`src/rtl/ps2_key_event_queue_if.sv`:
```
// Byte-stream input and key-event pop port of the PS/2 key event queue.
// master: the queue itself; slave: the byte source plus event consumer.
interface ps2_key_event_queue_if #(
    parameter int unsigned ADDR_W = 3
);
    logic              rx_done_tick;
    logic [7:0]        rx_byte;
    logic              ev_valid;
    logic              ev_ready;
    logic [9:0]        ev_data;
    logic [ADDR_W:0]   ev_count;
    logic              overflow;
    logic              proto_err;

    modport master (
        input  rx_done_tick, rx_byte, ev_ready,
        output ev_valid, ev_data, ev_count, overflow, proto_err
    );

    modport slave (
        output rx_done_tick, rx_byte, ev_ready,
        input  ev_valid, ev_data, ev_count, overflow, proto_err
    );
endinterface

```
`src/rtl/ps2_key_event_queue.sv`:
```
// PS/2 scan-code parser (E0/F0 prefixes) feeding a small key-event FIFO.
// Events are {ext, brk, code[7:0]}; the consumer pops with valid/ready.
module ps2_key_event_queue #(
    parameter int unsigned DEPTH       = 8,
    parameter int unsigned ADDR_W      = 3,
    parameter int unsigned TIMEOUT_CYC = 100000
) (
    input logic                   clk,
    input logic                   reset,
    ps2_key_event_queue_if.master bus
);
    localparam int unsigned      CNT_W    = (TIMEOUT_CYC > 2) ? $clog2(TIMEOUT_CYC) : 1;
    localparam logic [CNT_W-1:0] CNT_LAST = CNT_W'(TIMEOUT_CYC - 1);
    localparam logic [ADDR_W:0]  FULL_CNT = (ADDR_W + 1)'(DEPTH);

    typedef enum logic [1:0] {StIdle, StPfE0, StPfF0, StPfE0F0} state_e;

    state_e             state_q, state_d;
    logic [CNT_W-1:0]   tmo_cnt_q, tmo_cnt_d;
    logic               is_e0, is_f0, is_bad, timeout;
    logic               push, err_set;
    logic [9:0]         push_data;

    logic [9:0]         mem [DEPTH];
    logic [ADDR_W-1:0]  wr_ptr_q, rd_ptr_q;
    logic [ADDR_W:0]    count_q;
    logic               overflow_q, proto_err_q;
    logic               full, do_push, do_pop;

    assign is_e0  = (bus.rx_byte == 8'hE0);
    assign is_f0  = (bus.rx_byte == 8'hF0);
    assign is_bad = (bus.rx_byte == 8'h00) || (bus.rx_byte == 8'hFF);

    // A byte arriving on the expiry cycle takes priority over the timeout.
    assign timeout = (state_q != StIdle) && !bus.rx_done_tick && (tmo_cnt_q == CNT_LAST);

    // Parser state register
    always_ff @(posedge clk) begin
        if (reset) state_q <= StIdle;
        else       state_q <= state_d;
    end

    // Parser next-state: advances only on received bytes or prefix timeout
    always_comb begin
        state_d = state_q;
        if (bus.rx_done_tick) begin
            if (is_bad) begin
                state_d = StIdle;
            end else begin
                case (state_q)
                    StIdle:   if (is_e0) state_d = StPfE0;
                              else if (is_f0) state_d = StPfF0;
                    StPfE0:   if (is_f0) state_d = StPfE0F0;
                              else if (!is_e0) state_d = StIdle;
                    StPfF0:   if (is_e0) state_d = StPfE0F0;
                              else if (!is_f0) state_d = StIdle;
                    StPfE0F0: if (!is_e0 && !is_f0) state_d = StIdle;
                    default:  state_d = StIdle;
                endcase
            end
        end else if (timeout) begin
            state_d = StIdle;
        end
    end

    // Parser outputs: event push request, event word, protocol error strobe
    always_comb begin
        push      = bus.rx_done_tick && !is_bad && !is_e0 && !is_f0;
        push_data = {2'b00, bus.rx_byte};
        case (state_q)
            StPfE0:   push_data[9:8] = 2'b10;
            StPfF0:   push_data[9:8] = 2'b01;
            StPfE0F0: push_data[9:8] = 2'b11;
            default:  push_data[9:8] = 2'b00;
        endcase
        err_set = (bus.rx_done_tick && is_bad) || timeout;
    end

    // Prefix age counter: runs only while a prefix is pending
    always_comb begin
        if (bus.rx_done_tick || state_q == StIdle || timeout) tmo_cnt_d = '0;
        else                                                  tmo_cnt_d = tmo_cnt_q + CNT_W'(1);
    end

    always_ff @(posedge clk) begin
        if (reset) tmo_cnt_q <= '0;
        else       tmo_cnt_q <= tmo_cnt_d;
    end

    // FIFO control; a pop frees the slot a same-cycle push needs when full
    assign full    = (count_q == FULL_CNT);
    assign do_pop  = bus.ev_valid && bus.ev_ready;
    assign do_push = push && (!full || do_pop);

    // FIFO storage; stale contents are masked by the pointers and ev_valid
    always_ff @(posedge clk) begin
        if (!reset && do_push) mem[wr_ptr_q] <= push_data;
    end

    // FIFO pointers, occupancy and sticky flags
    always_ff @(posedge clk) begin
        if (reset) begin
            wr_ptr_q    <= '0;
            rd_ptr_q    <= '0;
            count_q     <= '0;
            overflow_q  <= 1'b0;
            proto_err_q <= 1'b0;
        end else begin
            if (do_push) wr_ptr_q <= wr_ptr_q + ADDR_W'(1);
            if (do_pop)  rd_ptr_q <= rd_ptr_q + ADDR_W'(1);
            case ({do_push, do_pop})
                2'b10:   count_q <= count_q + (ADDR_W + 1)'(1);
                2'b01:   count_q <= count_q - (ADDR_W + 1)'(1);
                default: count_q <= count_q;
            endcase
            if (push && !do_push) overflow_q  <= 1'b1;
            if (err_set)          proto_err_q <= 1'b1;
        end
    end

    assign bus.ev_valid  = (count_q != '0);
    assign bus.ev_data   = bus.ev_valid ? mem[rd_ptr_q] : 10'h000;
    assign bus.ev_count  = count_q;
    assign bus.overflow  = overflow_q;
    assign bus.proto_err = proto_err_q;
endmodule

```
`src/flat_wrapper.sv`:
```
// flat-port wrapper written by rule: the top's interface ports become plain ports
module ps2_key_event_queue_flat 
#(
    parameter int unsigned DEPTH       = 8,
    parameter int unsigned ADDR_W      = 3,
    parameter int unsigned TIMEOUT_CYC = 100000
)
  (clk, reset, bus_rx_done_tick, bus_rx_byte, bus_ev_ready, bus_ev_valid, bus_ev_data, bus_ev_count, bus_overflow, bus_proto_err);
  ps2_key_event_queue_if #(.ADDR_W(ADDR_W)) bus_i ();
  input logic clk;
  input logic reset;
  input wire logic [$bits(bus_i.rx_done_tick)-1:0] bus_rx_done_tick;
  input wire logic [$bits(bus_i.rx_byte)-1:0] bus_rx_byte;
  input wire logic [$bits(bus_i.ev_ready)-1:0] bus_ev_ready;
  output wire logic [$bits(bus_i.ev_valid)-1:0] bus_ev_valid;
  output wire logic [$bits(bus_i.ev_data)-1:0] bus_ev_data;
  output wire logic [$bits(bus_i.ev_count)-1:0] bus_ev_count;
  output wire logic [$bits(bus_i.overflow)-1:0] bus_overflow;
  output wire logic [$bits(bus_i.proto_err)-1:0] bus_proto_err;
  assign bus_i.rx_done_tick = bus_rx_done_tick;
  assign bus_i.rx_byte = bus_rx_byte;
  assign bus_i.ev_ready = bus_ev_ready;
  assign bus_ev_valid = bus_i.ev_valid;
  assign bus_ev_data = bus_i.ev_data;
  assign bus_ev_count = bus_i.ev_count;
  assign bus_overflow = bus_i.overflow;
  assign bus_proto_err = bus_i.proto_err;
  ps2_key_event_queue #(.DEPTH(DEPTH), .ADDR_W(ADDR_W), .TIMEOUT_CYC(TIMEOUT_CYC)) u_core (.clk(clk), .reset(reset), .bus(bus_i));
endmodule
```
`config.mk`:
```
export PLATFORM = sky130hd
export DESIGN_NAME = ps2_key_event_queue_flat
export DESIGN_NICKNAME = d
export VERILOG_FILES = /design/src/rtl/ps2_key_event_queue_if.sv /design/src/rtl/ps2_key_event_queue.sv /design/src/flat_wrapper.sv
export SDC_FILE = /design/constraint.sdc
export NUM_CORES = 1
export LEC_CHECK = 0
export CAP_MARGIN = 20
export CELL_PAD_IN_SITES_DETAIL_PLACEMENT = 0
export CELL_PAD_IN_SITES_GLOBAL_PLACEMENT = 1
export CORE_MARGIN = 3
export CORE_UTILIZATION = 46
export DETAILED_ROUTE_END_ITERATION = 12
export PLACE_DENSITY_LB_ADDON = 0.1
export SYNTH_ARGS = -nofsm -noshare
export SYNTH_HDL_FRONTEND = slang
export SYNTH_SLANG_ARGS = --single-unit
```
`constraint.sdc`:
```
create_clock -name clk -period 3.49 [get_ports clk]
set_input_delay 0.698 -clock clk [delete_from_list [all_inputs] [get_ports clk]]
set_output_delay 0.698 -clock clk [all_outputs]
set_load 0.01 [all_outputs]
```
==> summary.md, run 1 <==
| Metric | Value |
|---|---|
| Die width | 109.0 um |
| Power Density | 673.3 nW/um^2 |
| Clock latency on the worst-skew pair | 0.50 ns |
| Core area | 10040 sq um |
| Asr flop ratio synth | 0% |
| Post-CTS Setup Repair Bufs | 0 |
| Post-DRT Antenna Nets | 0 |
| Average cell area after synthesis | 14.06 sq um |
| Primary FF master, synth | edfxtp_1 |
| WS Path Type | reg -> out |
| Sw Pwr | 1.065 mW |
| Residual DRC | 0 |
| GR Overflow Total | 0 |
| Worst vdd ir | 0.3973 mV |
| Worst hold path depth | 1 |
| Minimum clock period after layout | between 3 and 4 ns |
| Crit path largest cell delay | 0.53 ns |
| Post-detail-place hpwl | around 6100 um |
| Min-Delay Startpoint | u_core.tmo_cnt_q[0] |
| Synth Register Bits | 114 |
| Kind of end point of the critical path | primary output |
| Sw Share | 25.97% |
| Total power | 4.102 mW |
| Die Height | 109.0 um |
| Synthesized area | 4878 sq um |
| Register share of total power | 37.6% |
| Final core utilization | 60.65% |
| Crit path max fanout | 20 |
| # port buffers | 28 |
| Worst-Margin Slew | 0.7211 ns |
| Critical Path, Cell by Cell | buf_12 > mux4_2 > mux2i_1 > nor2_1 > clkdlybuf4s50_1 |
| Syn_nets | 365 |
| RSZ-0062 raised after global routing | false |
| Final worst-path cycle share | around 89% |
| Synth warnings | 0 |
| Req. time, crit path | 2.79 ns |
| Vias in the first global route | around 3000 |
| Diodes inserted | 0 |
| Critical path depth | 5 |
| GPL Wtd Cong | 0.7566 |
| Hold_buf cts | 0 |
| DRT Pass-1 Iters | 4 |
| Hold Slack | between 0.4 and 0.5 ns |
| Reported max-cap violation count | 0 |
| Fin. Hold Viols | 0 |
| Critical path buffers and inverters | 2 |
| Antenna violations before repair | 0 |
| CP Launch Type | register |
| Delay-heaviest family, CP | multiplexers |
| Status | completed |
| Vias | 2954 |
| CP Data Arrival Time | 2.40 ns |
| Mapped Cells | ~350 |
| Internal | 3.037 mW |
| Clock skew | approximately 0.0094 ns |
| Post_cts resized | 0 |
| Reg-to-reg startpoint | u_core.bus.ev_count[0] |
| Slew Viols, Final | 0 |
| Register area share after synthesis | 63.20% |
| Wirelength per Cell | 17.06 um |
| Synth area leader | edfxtp_1 |
| Area Overhead vs Synth | 24.88% |
| CTS tree | built |
| GR Util met1 | around a quarter |
| Post-Route WL | 9471 um |
| FF-to-FF path depth | 11 |
| Most Crowded Layer GR | met2 |
| Final setup violation count | 0 |
| Row count | 36 |
| GRT Overall Usage | 17.63% |
| CP max stage cell | mux4_2 |
| Leakage | 2.076 nW |
| Die footprint | approximately 12000 sq um |
| Synth top area share | 49.24% |
| Post-route cell area | 6092 sq um |
| Clock Power Share | 41.7% |
| DR vias/cell | around 5.3 |
| First-pass GRT wire length | between 15000 and 20000 um |
| Initial core utilization | 48.57% |
| Power share of the combinational group | 20.7% |
| Relative slew margins | 51.86% |
| Clk buf depth | 2 |
| Initial drt markers | around 150 |
| M2 GR Usage | 28.11% |
| Layout cells sized above 1 | 23.22% |
| Sinks on the clock net | approximately 110 |
| Largest net degree at the start of global routing | 21 |
| Clock tree root driver cell | clkbuf_8 |
| Grt met3 use | 4.026% |
| Post-Place Cell Area | roughly 5500 sq um |
| Number of synthesized flops with an enable pin | 80 |
| Setup TNS | 0 ns |
| H-tree levels | 4 |
| Nets | 427 |
| Hold Crit Class | reg -> reg |
| Top Ports | 29 |
| Number of distinct library cells after synthesis | roughly 50 |
| Num CTS Buffers | 17 |
| Max Clock Freq | 322.5 MHz |
| Largest cells by area after synthesis | edfxtp_1, dfxtp_1, mux4_2, nor2_1, mux2i_1 |
| Clk slew on worst S/H paths | roughly 0.06 ns |
[synthesized netlist by cell type, types with 2 or more instances]
cell type and count:
mux2_4 3, xor2_1 8, inv_1 9, o21ai_1 2, nor3_1 12, and3_1 3
nor4b_1 2, nand2_1 18, nand4_1 3, mux2i_1 12, dfxtp_1 34, nand2b_1 2
or3_1 2, nand3_1 14, a21o_2 2, a211oi_1 2, ha_1 5, clkbuf_1 7
xnor2_1 11, edfxtp_1 80, nor2_1 54, and4_4 2, mux4_2 20, nor2b_1 2
nor4bb_1 2, a21oi_1 6, buf_2 6
[cells in the final DEF (no fill, tap or decap), types with 6 or more instances in the layout]
| cell | count |
|---|---|
| clkbuf_16 | 16 |
| xnor2_1 | 11 |
| buf_4 | 28 |
| edfxtp_1 | 80 |
| nor3_1 | 12 |
| nand2_1 | 18 |
| inv_1 | 9 |
| mux2i_1 | 12 |
| nand3_1 | 14 |
| dfxtp_1 | 34 |
| a21oi_1 | 6 |
| xor2_1 | 8 |
| mux4_2 | 20 |
| clkdlybuf4s50_1 | 28 |
| nor2_1 | 54 |
[state kept, by name, summed over array words and instances, names as in the netlist, named ones only]
signal                flops
u_core.state_q            2
u_core.bus.overflow       1
u_core.rd_ptr_q           3
u_core.bus.ev_count       4
u_core.mem               80
u_core.bus.proto_err      1
u_core.tmo_cnt_q         17
u_core.wr_ptr_q           3
[area by class of cell]
cell class / instances / area [sq um]
well taps: 133 / 166.4
repair buffers: 57 / 510.5
flip-flops and latches: 114 / 3083
clock inverters: 14 / 178.9
fillers: 801 / 3953
multi-input cells: 209 / 1698
inverters: 10 / 37.54
clock buffers: 18 / 417.9
[layer usage]
| layer | part of all wire (%) | up-vias |
|---|---|---|
| met2 | 49 | 55 |
| li1 | - | 1419 |
| met4 | 0.69 | 0 |
| met1 | 48 | 1475 |
| met5 | 0 | - |
| met3 | 2.9 | 5 |
[worst paths after layout]
path / endpoint / slack (ns)
setup / recovery: bus_ev_data[8] / 0.39
hold / removal: u_core.tmo_cnt_q[0] / 0.47
setup reg to reg: u_core.bus.ev_count[3] / 0.84
hold reg to reg: u_core.tmo_cnt_q[0] / 0.47
[through the flow]
stage          setup WS (ns)  std cells
3_3_place_gp         0.04008        523
4_1_cts               0.3033        555
5_1_grt               0.2109        555
2_1_floorplan         0.5711        347
3_5_place_dp        -0.04630        523
6_report              0.3895        555
[power by group through the flow]
stage | combinational, mW | sequential (mW) | clock (mW)
final | 0.847 | 1.54 | 1.71
after global routing | 0.931 | 1.55 | 1.80
after detailed placement | 0.862 | 1.57 | 0
after global placement | 0.858 | 1.57 | 0
after CTS | 0.866 | 1.54 | 1.74
after floorplan | 0.482 | 1.57 | 0
[cell families after synthesis]
| family | Yosys count | synth area share, % |
|---|---|---|
| AO/OA/AOI/OAI | 21 | 3.488 |
| multiplexers | 37 | 13.31 |
| adder cells (fa/ha/maj) | 6 | 1.693 |
| AND/OR/NAND/NOR | 126 | 12.90 |
| buffers and inverters | 24 | 2.000 |
| XOR/XNOR | 19 | 3.411 |
| flip-flops | 114 | 63.20 |
No activity file was read; power rests on OpenSTA's default activity.
==> run 2, diff against run 1 <==
CTS_BUF_LIST = sky130_fd_sc_hd__clkbuf_4 sky130_fd_sc_hd__clkbuf_8 sky130_fd_sc_hd__clkbuf_16   (was not set)
==> run 2 against run 1 <==
Cell area hardly changed; fmax hardly changed; clock skew is 0.0015 ns higher; largest power group unchanged; highest routed layer unchanged.
==> summary.md, run 2 (synthesis gave the netlist of run 1 again) <==
| Metric | Value |
|---|---|
| Power Density | 674.4 nW/um^2 (was 673.3 nW/um^2) |
| Kind of end point of the critical path | primary output (unchanged) |
| Worst-Margin Slew | 0.7269 ns (was 0.7211 ns) |
| Post-CTS Setup Repair Bufs | 0 (unchanged) |
| DRT Pass-1 Iters | 4 (unchanged) |
| CP max stage cell | mux4_2 (unchanged) |
| First-pass GRT wire length | 15560 um (was 15550 um) |
| Wirelength per Cell | 16.93 um (was 17.06 um) |
| Num CTS Buffers | 17 (unchanged) |
| Area Overhead vs Synth | 24.96% (was 24.88%) |
| Final setup violation count | 0 (unchanged) |
| Nets | 427 (unchanged) |
| Largest Register | u_core.mem (unchanged) |
| Crit path largest cell delay | 0.53 ns (about the same) |
| Clock latency on the worst-skew pair | 0.50 ns (about the same) |
| Final core utilization | 60.69% (was 60.65%) |
| Relative slew margins | 51.47% (was 51.86%) |
| Minimum clock period after layout | 3.102 ns (was 3.101 ns) |
| Placed insts | 523 (unchanged) |
| Slew Viols, Final | 0 (unchanged) |
| Fin. Hold Viols | 0 (unchanged) |
| Vias in the first global route | 3000 (was 2997) |
| Post-Route WL | 9398 um (was 9471 um) |
| Top Ports | 29 (unchanged) |
| Vias | 2924 (was 2954) |
| Antenna violations before repair | 0 (unchanged) |
| Fillers | 802 (was 801) |
| Most frequent cells in the layout | edfxtp_1, nor2_1, dfxtp_1 (unchanged) |
| RSZ-0062 raised after global routing | false (unchanged) |
| Max Clock Freq | 322.3 MHz (was 322.5 MHz) |
| CP Launch Type | register (unchanged) |
| Setup TNS | 0 ns (unchanged) |
| GRT Overall Usage | 17.65% (was 17.63%) |
| Clock skew | 0.01092 ns (was 0.009412 ns) |
| Post-route insts no fill | 555 (unchanged) |
| Max FFs per register | 80 (unchanged) |
| GPL Wtd Cong | 0.7566 (unchanged) |
| Diodes inserted | 0 (unchanged) |
| Leakage | 2.079 nW (was 2.076 nW) |
| Residual DRC | 0 (unchanged) |
| Delay-heaviest family, CP | multiplexers (unchanged) |
| Status | completed (unchanged) |
| CP Data Arrival Time | 2.40 ns (about the same) |
| Post-detail-place hpwl | 6142 um (unchanged) |
| Critical path buffers and inverters | 2 (unchanged) |
| Layout cells sized above 1 | 23.46% (was 23.22%) |
| Sinks on the clock net | 114 (unchanged) |
| GR Overflow Total | 0 (unchanged) |
| Core area | 10040 sq um (unchanged) |
| CTS tree | built (unchanged) |
| Initial drt markers | 150 (was 146) |
| Final worst-path cycle share | 88.89% (was 88.84%) |
| Die footprint | 11880 sq um (unchanged) |
| Hold Slack | 0.4711 ns (was 0.4717 ns) |
| Commonest non-fill, non-tap cell in the layout | edfxtp_1 (unchanged) |
| Clk slew on worst S/H paths | 0.06 ns (about the same) |
| Clk buf depth | 2 (unchanged) |
| H-tree levels | 4 (unchanged) |
| Largest net degree at the start of global routing | 21 (unchanged) |
| Die Height | 109.0 um (unchanged) |
| Critical Path, Cell by Cell | buf_12 > mux4_2 > mux2i_1 > nor2_1 > clkdlybuf4s50_1 (unchanged) |
| Hold Crit Class | reg -> reg (unchanged) |
| DR vias/cell | 5.268 (was 5.323) |
| Post-DRT Antenna Nets | 0 (unchanged) |
| Reported max-cap violation count | 0 (unchanged) |
| Initial core utilization | 48.57% (unchanged) |
| Req. time, crit path | 2.79 ns (about the same) |
| # port buffers | 28 (unchanged) |
| Die width | 109.0 um (unchanged) |
| Worst vdd ir | 0.4000 mV (was 0.3973 mV) |
| Hold_buf cts | 0 (unchanged) |
| Crit path max fanout | 20 (unchanged) |
| Clock tree root driver cell | clkbuf_8 (unchanged) |
| WS Path Type | reg -> out (unchanged) |
| Row count | 36 (unchanged) |
| Post_cts resized | 0 (unchanged) |
run 2: worst register-to-register path: cells and delay by family (launching register included):
family	cells	cell delay, ns
fa+ha+maj	1	0.27
mux	1	0.37
buf+inv	2	0.19
compound gates	3	0.53
flops	1	0.37
simple gates	4	0.81
run 2: where the power goes:
group	total, mW	internal, mW	switching [mW]
clock	1.72	1.10	0.616
sequential	1.54	1.50	0.0439
combinational	0.848	0.442	0.407
total	4.11	3.04	1.07
run 2: final timing paths:
| check | from | endpoint | slack (ns) | cells past startpoint |
|---|---|---|---|---|
| hold reg to reg | u_core.tmo_cnt_q[0] | u_core.tmo_cnt_q[0] | 0.47 | 1 |
| hold / removal | u_core.tmo_cnt_q[0] | u_core.tmo_cnt_q[0] | 0.47 | 1 |
| setup reg to reg | u_core.bus.ev_count[0] | u_core.bus.ev_count[3] | 0.84 | 11 |
| setup / recovery | register | bus_ev_data[8] | 0.39 | 5 |
run 2: final cells by class:
class                   instances  area (sq um)  share of cell area, %
well taps                     133         166.4                  2.730
inverters                      10         37.54                 0.6158
multi-input cells             209          1698                  27.85
repair buffers                 57         510.5                  8.374
clock inverters                14         178.9                  2.935
flip-flops and latches        114          3083                  50.57
clock buffers                  18         421.7                  6.917
run 2: metrics by stage:
step | total power, mW | setup WS, ns | cell area, sq um
final | 4.111 | 0.3877 | 6096
after global routing | 4.295 | 0.2109 | 6096
after CTS | 4.163 | 0.3033 | 6096
after detailed placement | 2.434 | -0.04630 | 5495
after global placement | 2.427 | 0.04008 | 5495
after floorplan | 2.048 | 0.5711 | 4878
run 2: routing by layer:
layer  vias up  GRT usage, %  share of wire, %
met5         -             0                 0
met4         0         6.132              0.78
met3         6         4.026               3.7
met2        54         28.11                48
met1      1446         23.93                47
li1       1418             -                 -
==> run 3, diff against run 2 <==
SLEW_MARGIN = 20   (was not set)
==> results of run 3 <==
Same layout as run 2: the final DEF is identical, and so are final timing and power.
==> RTL edit 1 (settings of run 2) <==
Encoding of `state_e`: now one-hot (4 bits for 4 states).
--- a/src/rtl/ps2_key_event_queue.sv
+++ b/src/rtl/ps2_key_event_queue.sv
@@ -13,7 +13,7 @@
     localparam logic [CNT_W-1:0] CNT_LAST = CNT_W'(TIMEOUT_CYC - 1);
     localparam logic [ADDR_W:0]  FULL_CNT = (ADDR_W + 1)'(DEPTH);
 
-    typedef enum logic [1:0] {StIdle, StPfE0, StPfF0, StPfE0F0} state_e;
+    typedef enum logic [3:0] {StIdle = 4'b0001, StPfE0 = 4'b0010, StPfF0 = 4'b0100, StPfE0F0 = 4'b1000} state_e;
 
     state_e             state_q, state_d;
     logic [CNT_W-1:0]   tmo_cnt_q, tmo_cnt_d;
Check against the original RTL: same outputs for any inputs over 4 cycles, from zero or initial values and one cycle with reset high; so few cycles prove little.
==> RTL edit 1 against run 2 <==
Worst setup slack lost 44 ps. Area after synthesis rose by 1.3%. Utilization fell by 3.1 points. Wire length rose by 1.3%. Via count grew 0.31%. Maximum frequency is 1.4% lower. First-iteration DRC count decreased by 4.7%. Sequential cell count is 2 higher. Final area shrank 2.0%. Power down 1.7%. Highest routed layer unchanged.
==> RTL edit 1: results (changes against run 2) <==
Via density 5.38 (+2.1%); Worst R2R Setup Slack 910 ps (+70 ps); non-clk buf share 7.08% (-1.3 points); total track usage 18.0% (+0.35 points); Syn Nets 366 (+0.27%); placed cells 513 (-1.9%); total power draw 4040 uW (-1.7%); global-route wire length before repair 15600 um (+0.22%); fin crit period 3150 ps (+44.2 ps); Hold WS 450 ps (-21.2 ps); clock-cell share of area 8.90% (-0.96 points); GP Congestion 0.791 (+4.5%); worst clock skew 7.74 ps (-3.18 ps); mux contribution to synthesized area 12.4% (-0.95 points); Peak VDD IR 0.000432 V (+8.1%); Worst R2R End u_core.bus.ev_count[2]; Switching Share 25.5% (-0.47 points); Compound-Gate Fraction of Synth Area 3.37% (-0.12 points); Flop pwr share 39.4% (+1.9 points); Register Area 3120 um^2 (+1.3%); register area share after synthesis 63.2% (about the same); most common library cells after synthesis edfxtp_1, nor2_1, dfxtp_1, mux4_2, mux2i_1; clk_buf instances 25 (+7); clock power share 38.0% (-3.8 points); CTS max path bufs 2 (unchanged); area of the multi-input gates 1710 um^2 (+0.74%); largest cells by area after synthesis edfxtp_1, dfxtp_1, mux4_2; status finished, final reports clean; Leakage 0.00196 uW (-5.6%); Synth Area in Adders 1.52% (-0.17 points); Rel. slew slack 36.2% (-15 points); power per standard cell area 676 nW/um^2 (+0.25%); Fill cells 861 (+7.4%); hpwl dp 6090 um (-0.87%); vias in the first global route 2940 (-2.0%); WP data arrival 2450 ps (+50 ps); layout buffer count excluding clock buffers 47 (-18%); Area after DPL 5450 um^2 (-0.91%); Non-clock inverters 5 (-5); share of layout cells above drive strength 1 18.1% (-5.4 points); Worst path max stage delay 560 ps (+30 ps)
-- RTL edit 1: changes by cell type after synthesis, moves of 4 or more --
cell,run 2,this run
inv_1,9,5
mux2i_1,12,16
xor2_1,8,13
nor2_1,54,46
nand2_1,18,9
o21ai_0,0,7
nand3_1,14,10
nor4_1,1,7
-- RTL edit 1: metal layers --
| layer | global-route usage (%) | vias up | wire (um) |
|---|---|---|---|
| li1 | - | 1415 | - |
| met1 | 23.3 | 1448 | 4280 |
| met2 | 29.2 | 55 | 4760 |
| met3 | 4.70 | 15 | 320 |
| met4 | 6.95 | 0 | 158 |
| met5 | 0 | - | 0 |
-- RTL edit 1: logic make-up after synthesis --
group | after synthesis
mux | 36
xor+xnor | 24
buf+inv | 23
flops | 116
simple gates | 118
fa+ha+maj | 6
compound gates | 25
-- RTL edit 1: worst max-delay path, delay by kind of cell (launching register included) --
kind / cells / cell delay, ps
muxes: 2 / 700
DFF: 1 / 300
and+or+nand+nor: 1 / 80
buffers and inverters: 2 / 840
==> RTL edit 2 (settings of run 2) <==
Without the edit above. `ADDR_W` is set to 3 in 3 places; all go to 2.
--- a/src/rtl/ps2_key_event_queue_if.sv
+++ b/src/rtl/ps2_key_event_queue_if.sv
@@ -1,7 +1,7 @@
 // Byte-stream input and key-event pop port of the PS/2 key event queue.
 // master: the queue itself; slave: the byte source plus event consumer.
 interface ps2_key_event_queue_if #(
-    parameter int unsigned ADDR_W = 3
+    parameter int unsigned ADDR_W = 2
 );
     logic              rx_done_tick;
     logic [7:0]        rx_byte;
--- a/src/rtl/ps2_key_event_queue.sv
+++ b/src/rtl/ps2_key_event_queue.sv
@@ -2,7 +2,7 @@
 // Events are {ext, brk, code[7:0]}; the consumer pops with valid/ready.
 module ps2_key_event_queue #(
     parameter int unsigned DEPTH       = 8,
-    parameter int unsigned ADDR_W      = 3,
+    parameter int unsigned ADDR_W      = 2,
     parameter int unsigned TIMEOUT_CYC = 100000
 ) (
     input logic                   clk,
--- a/src/flat_wrapper.sv
+++ b/src/flat_wrapper.sv
@@ -2,7 +2,7 @@
 module ps2_key_event_queue_flat 
 #(
     parameter int unsigned DEPTH       = 8,
-    parameter int unsigned ADDR_W      = 3,
+    parameter int unsigned ADDR_W      = 2,
     parameter int unsigned TIMEOUT_CYC = 100000
 )
   (clk, reset, bus_rx_done_tick, bus_rx_byte, bus_ev_ready, bus_ev_valid, bus_ev_data, bus_ev_count, bus_overflow, bus_proto_err);
Ports: changed (resized bus_ev_count); port bits go from 29 to 28. The function was not compared with the original's and may differ.
==> RTL edit 2 against run 2 <==
Wire length decreased by 44%. Final area decreased by 42%. Sequential share of layout area increased by 0.45 points. Power decreased by 62%. Worst setup slack improved by 55 ps. Area after synthesis decreased by 39%. Highest routed layer unchanged. Global-route usage decreased by 1.5 points. Maximum frequency increased by 1.8%. Sequential cell count decreased by 44.
==> RTL edit 2: results (changes against run 2) <==
status finished, final reports clean; worst clock skew 4.56 ps (-6.36 ps); hpwl dp 3660 um (-40%); R2R depth 8 (-3); most common library cells after synthesis edfxtp_1, nor2_1, dfxtp_1, and2_1, xnor2_1; Hold Startpoint u_core.bus.overflow; Fill cells 531 (-34%); clock insertion delay at the later pin of the skew report 330 ps (-170 ps); Port Buffers 27 (-3.6%); H-tree depth 3 (-1); total track usage 16.1% (-1.5 points); Top delay family on crit path simple AND/OR/NAND/NOR gates; Leakage 0.00115 uW (-45%); hold path endpoint u_core.bus.overflow; WP data arrival 3310 ps (+910 ps); Worst R2R Setup Slack 920 ps (+80 ps); hold path cells 2 (+1); global-route wire length before repair 9000 um (-42%); Hold WS 454 ps (-17.3 ps); final net count 281 (-34%); Peak VDD IR 0.000193 V (-52%); Syn Nets 246 (-33%); Post-synth EDFFs 40 (-50%); Num CTS Buffers 9 (-8); Worst path slowest cell clkdlybuf4s50_1; dpl ws 91.1 ps (+137 ps); Netlist cell types 37 (-27%); Total Wirelength 5290 um (-44%); routed vias 1780 (-39%); max reg flops 40 (-50%); largest net degree at the start of global routing 17 (-19%); initial DRC count 102 (-32%); register area share after synthesis 60.6% (-2.6 points)
RTL edit 2: per-stage QoR:
step,cells,instance area (um^2)
floorplan,227,2970
global placement,326,3330
detailed placement,326,3330
CTS,342,3530
global route,342,3530
finish,342,3530
RTL edit 2: how the worst max path moves through the flow:
stage                        start                      to  slack (ps)  cells after the start
finish              bus_rx_byte[0]  u_core.bus.ev_count[2]         440                     10
global route        bus_rx_byte[1]  u_core.bus.ev_count[2]         210                     10
floorplan           bus_rx_byte[0]  u_core.bus.ev_count[2]         890                      9
detailed placement  bus_rx_byte[1]  u_core.bus.ev_count[2]          90                     10
global placement    bus_rx_byte[0]  u_core.bus.ev_count[2]         170                     10
CTS                 bus_rx_byte[1]  u_core.bus.ev_count[2]         430                     10
RTL edit 2: worst min-delay path, stage by stage (launching register included):
cell and delay [ps]:
dfxtp_1 310, inv_1 40, a21oi_1 50
RTL edit 2: layout make-up:
class                   count  area share [%]
clock inverters             6            1.74
multi-input cells         142            31.3
repair buffers             31            8.50
inverters                   8           0.850
clock buffers              10            3.90
well taps                  75            2.66
flip-flops and latches     70            51.0
RTL edit 2: kinds of logic after synthesis:
group | share of synthesized area [%]
AND/OR/NAND/NOR | 17.5
XOR/XNOR | 5.89
AO/OA/AOI/OAI | 2.74
adder cells (fa/ha/maj) | 3.20
multiplexers | 7.91
buffers and inverters | 2.19
flip-flops | 60.6
RTL edit 2: where the power goes:
part	internal (uW)	total [uW]	switching, uW
registers	870	871	0.868
logic	18.9	38.3	19.5
clock network	347	640	293
total	1240	1550	313
RTL edit 2: per-layer routing:
metal	GRT usage [%]	wire length [um]	vias up
li1	-	-	880
met1	21.1	2530	856
met2	25.3	2490	35
met3	3.04	192	9
met4	9.07	82	0
met5	0	0	-
